**config.mk**
```make
export PLATFORM = sky130hd
export DESIGN_NAME = fetch_issue_stage
export DESIGN_NICKNAME = d
export VERILOG_FILES = /design/src/rtl/fetch_issue_stage_pkg.sv /design/src/rtl/fetch_issue_stage_decoder.sv /design/src/rtl/fetch_issue_stage.sv
export SDC_FILE = /design/constraint.sdc
export NUM_CORES = 1
export LEC_CHECK = 0
export ABC_AREA = 1
export CAP_MARGIN = 5
export CORE_AREA = 3 3 143 145
export CTS_BUF_LIST = sky130_fd_sc_hd__clkbuf_16
export CTS_CLUSTER_DIAMETER = 100
export CTS_CLUSTER_SIZE = 30
export DETAILED_ROUTE_END_ITERATION = 12
export DIE_AREA = 0 0 146 148
export PLACE_DENSITY_LB_ADDON = 0.2
export REMOVE_ABC_BUFFERS = 1
export SYNTH_ARGS = -nofsm -noshare
export SYNTH_HDL_FRONTEND = slang
export SYNTH_HIERARCHICAL = 1
export SYNTH_SLANG_ARGS = --single-unit
```
**constraint.sdc**
```tcl
create_clock -name clk -period 2 [get_ports clk]
set_clock_uncertainty 0.2 [all_clocks]
set_input_delay 0.4 -clock clk [delete_from_list [all_inputs] [get_ports clk]]
set_output_delay 0.4 -clock clk [all_outputs]
set_load 0.1 [all_outputs]
```
**src/rtl/fetch_issue_stage_pkg.sv**
```systemverilog
// Shared types, opcodes and field helpers
// for the fetch/issue stage.
package fetch_issue_stage_pkg;

  typedef logic [31:0] addr_t;
  typedef logic [31:0] word_t;
  typedef logic [4:0]  regid_t;

  localparam word_t NOP = 32'h0000_0013;

  typedef enum logic [6:0] {
    OPC_LUI    = 7'b0110111,
    OPC_AUIPC  = 7'b0010111,
    OPC_JAL    = 7'b1101111,
    OPC_JALR   = 7'b1100111,
    OPC_BRANCH = 7'b1100011,
    OPC_LOAD   = 7'b0000011,
    OPC_STORE  = 7'b0100011,
    OPC_OP_IMM = 7'b0010011,
    OPC_OP     = 7'b0110011
  } opcode_e;

  function automatic regid_t get_rs1(word_t i);
    return i[19:15];
  endfunction

  function automatic regid_t get_rs2(word_t i);
    return i[24:20];
  endfunction

  function automatic regid_t get_rd(word_t i);
    return i[11:7];
  endfunction

endpackage

```
**src/rtl/fetch_issue_stage_decoder.sv**
```systemverilog
// Opcode -> register usage flags, so unused
// instruction fields never cause false stalls.
module rv_reg_usage_decoder
  import fetch_issue_stage_pkg::*;
(
  input  logic [6:0] i_opc,
  output logic       o_uses_rs1,
  output logic       o_uses_rs2,
  output logic       o_writes_rd
);

  always_comb begin
    o_uses_rs1  = 1'b0;
    o_uses_rs2  = 1'b0;
    o_writes_rd = 1'b0;
    unique case (1'b1)
      (i_opc == OPC_LUI),
      (i_opc == OPC_AUIPC),
      (i_opc == OPC_JAL): begin
        o_writes_rd = 1'b1;
      end
      (i_opc == OPC_JALR),
      (i_opc == OPC_LOAD),
      (i_opc == OPC_OP_IMM): begin
        o_uses_rs1  = 1'b1;
        o_writes_rd = 1'b1;
      end
      (i_opc == OPC_BRANCH),
      (i_opc == OPC_STORE): begin
        o_uses_rs1 = 1'b1;
        o_uses_rs2 = 1'b1;
      end
      (i_opc == OPC_OP): begin
        o_uses_rs1  = 1'b1;
        o_uses_rs2  = 1'b1;
        o_writes_rd = 1'b1;
      end
      default: ;
    endcase
  end

endmodule

```
**src/rtl/fetch_issue_stage.sv**
```systemverilog
// Fetch/decode stage: owns the PC, feeds the
// hazard unit and issues into execute.
module fetch_issue_stage
  import fetch_issue_stage_pkg::*;
#(
  parameter addr_t RESET_PC  = 32'h0000_0000,
  parameter word_t NOP_INSTR = NOP
) (
  input  logic        clk,
  input  logic        rst_n,
  output logic [31:0] imem_addr,
  input  logic [31:0] imem_data,
  input  logic        redirect_valid,
  input  logic [31:0] redirect_pc,
  output logic [4:0]  hz_rs1,
  output logic [4:0]  hz_rs2,
  output logic [4:0]  hz_rd,
  output logic [31:0] hz_pc,
  input  logic        hz_stall,
  input  logic        hz_fwd1,
  input  logic        hz_fwd2,
  input  logic [31:0] rf_rs1_data,
  input  logic [31:0] rf_rs2_data,
  input  logic [31:0] fwd_data,
  output logic        ex_valid,
  output logic [31:0] ex_pc,
  output logic [31:0] ex_instr,
  output logic [31:0] ex_op1,
  output logic [31:0] ex_op2
);

  addr_t  r_pc;
  logic   r_ex_valid;
  addr_t  r_ex_pc;
  word_t  r_ex_instr;
  word_t  r_ex_op1;
  word_t  r_ex_op2;

  logic   w_uses_rs1;
  logic   w_uses_rs2;
  logic   w_writes_rd;
  logic   w_live;
  regid_t w_rs1;
  regid_t w_rs2;
  regid_t w_rd;
  word_t  w_op1;
  word_t  w_op2;

  rv_reg_usage_decoder u_dec (
    .i_opc       (imem_data[6:0]),
    .o_uses_rs1  (w_uses_rs1),
    .o_uses_rs2  (w_uses_rs2),
    .o_writes_rd (w_writes_rd)
  );

  assign w_rs1 = w_uses_rs1  ? get_rs1(imem_data) : '0;
  assign w_rs2 = w_uses_rs2  ? get_rs2(imem_data) : '0;
  assign w_rd  = w_writes_rd ? get_rd(imem_data)  : '0;

  // Squashed or reset slots must leave no hazard history
  assign w_live = rst_n && !redirect_valid;

  assign imem_addr = r_pc;
  assign hz_pc     = r_pc;
  assign hz_rs1    = w_live ? w_rs1 : '0;
  assign hz_rs2    = w_live ? w_rs2 : '0;
  assign hz_rd     = w_live ? w_rd  : '0;

  assign w_op1 = (w_rs1 == '0) ? '0 :
                 (hz_fwd1 ? fwd_data : rf_rs1_data);
  assign w_op2 = (w_rs2 == '0) ? '0 :
                 (hz_fwd2 ? fwd_data : rf_rs2_data);

  always_ff @(posedge clk) begin
    if (!rst_n) begin
      r_pc       <= RESET_PC;
      r_ex_valid <= 1'b0;
      r_ex_pc    <= '0;
      r_ex_instr <= NOP_INSTR;
      r_ex_op1   <= '0;
      r_ex_op2   <= '0;
    end else if (redirect_valid || hz_stall) begin
      if (redirect_valid)
        r_pc <= redirect_pc & ~32'h3;
      r_ex_valid <= 1'b0;
      r_ex_pc    <= r_pc;
      r_ex_instr <= NOP_INSTR;
      r_ex_op1   <= '0;
      r_ex_op2   <= '0;
    end else begin
      r_pc       <= r_pc + 32'd4;
      r_ex_valid <= 1'b1;
      r_ex_pc    <= r_pc;
      r_ex_instr <= imem_data;
      r_ex_op1   <= w_op1;
      r_ex_op2   <= w_op2;
    end
  end

  assign ex_valid = r_ex_valid;
  assign ex_pc    = r_ex_pc;
  assign ex_instr = r_ex_instr;
  assign ex_op1   = r_ex_op1;
  assign ex_op2   = r_ex_op2;

endmodule

```
==> summary.txt <==
CTS sink cnt: 157
Die width: 146 um
Most used flip-flop cell after synthesis: dfxtp_1
Grt ovf: 0
DRC Markers: 0
Global-route usage over all layers: 24.2%
Vias per std cell: 4.63
RSZ-0062 raised after global routing: yes
Max Slew Vio Count: 0
Detail Placement HPWL: 20.8 mm
Setup TNS: -2.23 ns
Port Buffers: 365
Initial core utilization: 34.3%
Synth cell types: 34
TritonCTS clock tree: done
Final WL: 27.4 mm
Synth top cells by count: nand2_1 (302), dfxtp_1 (157), inv_1 (115)
Core ar.: 19,300 sq um
Final core utilization: 71.3%
Fin worst setup slack: -0.276 ns
I/O pin total: 374
Period utilisation layout: 114%
Fin. Hold Viols: 0
Final antenna-violating net count: 0
Max Freq: 439 MHz
Maxcap violations: 0
Synthesis Warnings: 6
DR WL/cell: 17.0 um
Sequential Power Share: 36.5%
Setup crit start kind: input pin
Power Density: 654 nW/um^2
Via count: 7,476
First-pass GRT wire length: 41.2 mm
Clock Tree Buf Depth: 2
Post-layout min period: 2.28 ns
Post-synthesis sequential area ratio: 47.3%
Status: complete, but fails checks
Failing checks: negative setup slack
FP Rows: 51
CP required: 1.40 ns
Largest net degree at the start of global routing: 38
Crit path DAT: 1.68 ns
Die ar.: 21,600 sq um
Root Driver: clkbuf_16
Num CTS Buffers: 17
Worst-skew pair later-pin latency: 0.43 ns
CTS H-Tree Depth: 4
Die span in y: 148 um
Hold Path Class: input pin to flop
Max Fanout on Critical Path: 5
Yosys reg bits: 157
EDFF count, synth: 0
Fraction of layout cells with a size suffix above 1: 28.7%
Fillers: 1,376
Final GP Congestion: 0.934
Crit end category: output pin
Switching share of power: 32.2%
Leakage power: 0.00607 uW
Vias in the first global route: 7,440
Yosys top cell area share: 47.3%
Initial antenna violation count: 1
Most common cell in the netlist: nand2_1
Psw: 2900 uW
Ys async rst share: 0%
CTS clock-pin slew for the worst setup and hold paths: 0.06 ns
DP Cell Count: 1,577
Most area-consuming cells after synthesis: dfxtp_1 (47%), nand2_1 (17%), a21oi_1 (6.6%)
Pint: 6120 uW
Clock power share: 36.9%
Nets: 1,504
DR iter-0 viols: 378
Combinational share of power: 26.6%
Layout Cells excl Fill: 1,614
Drt pass-1 iters: 5
Synth Instances: 941
VDD IR max: 0.571 mV
Final Setup Violations: 14
Leading area contributor after synthesis: dfxtp_1
Register-to-Register Setup Slack: 0.17 ns
Kind of critical path: input pin to output pin
Power Total: 9030 uW
N_diodes: 0
Mapped Avg Cell Area: 7.06 sq um
Post-Synthesis Cell Area: 6640 sq um
Area delta synth->final: 108%
through the flow:
step           worst slack (ns)  cell area [sq um]  hold WS, ns
2_1_floorplan             -1.58               6230        0.298
3_3_place_gp             -0.621              12900        0.305
3_5_place_dp             -0.685              12900        0.319
4_1_cts                 -0.0807              13600      0.00371
5_1_grt                  -0.279              13800       0.0357
6_report                 -0.276              13800       0.0388
path summary, 6_finish.rpt:
check,start,to,cells after the start
hold / removal,imem_data[4],ex_instr[4],2
hold reg to reg,hz_pc[14],ex_pc[14],2
setup reg to reg,hz_pc[3],hz_pc[18],8
setup / recovery,imem_data[5],hz_rd[0],11
power by group through the flow:
stage / clock network [uW] / registers, uW / logic (uW)
global placement: 0 / 3360 / 2330
finish: 3330 / 3300 / 2400
CTS: 3410 / 3300 / 2380
detailed placement: 0 / 3370 / 2340
floorplan: 0 / 4220 / 317
global route: 3510 / 3300 / 2500
cell usage in the layout, fill, tap and decap left out, types with 3 or more instances in the layout:
cell type and n:
nor3_4 3, nor3_2 5, buf_6 9, clkdlybuf4s50_1 154
nor2_2 8, clkbuf_16 17, inv_2 8, nor2_1 71
o21ai_0 28, a21oi_1 86, buf_4 67, a22o_1 4
inv_6 4, nor3_1 3, xor2_1 5, nand2_1 293
dfxtp_1 157, bufinv_16 3, inv_1 106, nand2_2 6
or2_2 3, conb_1 6, nand2_4 7, buf_12 209
nor2_4 15, nand3_1 28, nand3_2 4, a31oi_1 6
inv_4 6
flip-flops by register name, summed over array words and instances (netlist names):
name	flops
ex_op2	32
ex_valid	1
ex_pc	30
hz_pc	30
ex_instr	32
ex_op1	32
critical path, stage by stage:
cell	delay, ns
buf_12	0.11
inv_1	0.10
nand2_1	0.07
nor2_2	0.12
nand2_1	0.08
nand2_1	0.07
nor2_1	0.06
nand2_1	0.17
nand2_4	0.15
nor2_4	0.16
buf_12	0.18
layer usage:
metal | part of all wire, % | GRT usage, % | wire length, um | vias up
met5 | 0.062 | 0 | 17 | -
met4 | 3.9 | 10.2 | 1060 | 2
met3 | 8.3 | 7.02 | 2260 | 76
met2 | 52 | 43.7 | 14400 | 338
met1 | 35 | 26.4 | 9660 | 3407
li1 | - | - | - | 3653
cell families after synthesis:
logic type	after synthesis	synth area share [%]
flip-flops	157	47.3
other	1	0.0565
buffers and inverters	193	13.2
AND/OR/NAND/NOR	451	27.9
AO/OA/AOI/OAI	132	10.5
XOR/XNOR	6	0.792
adder cells (fa/ha/maj)	1	0.188
final cells by class:
type / instances / area, sq um / share of cell area [%]
well taps: 265 / 332 / 2.40
clock inverters: 14 / 169 / 1.22
repair buffers: 445 / 6390 / 46.3
clock buffers: 17 / 425 / 3.08
multi-input cells: 596 / 2860 / 20.7
inverters: 120 / 473 / 3.43
flip-flops and latches: 157 / 3140 / 22.8
timing repair:
action	4_1_cts	5_1_grt
hold buffers	1	1
endpoints found under the setup margin	15	16
buffers inserted	2	1
hold endpoints to repair	1	1
resized for setup	96	36
cloned	1	0
pin swaps	25	11
Power figures use the tool's default switching activity.
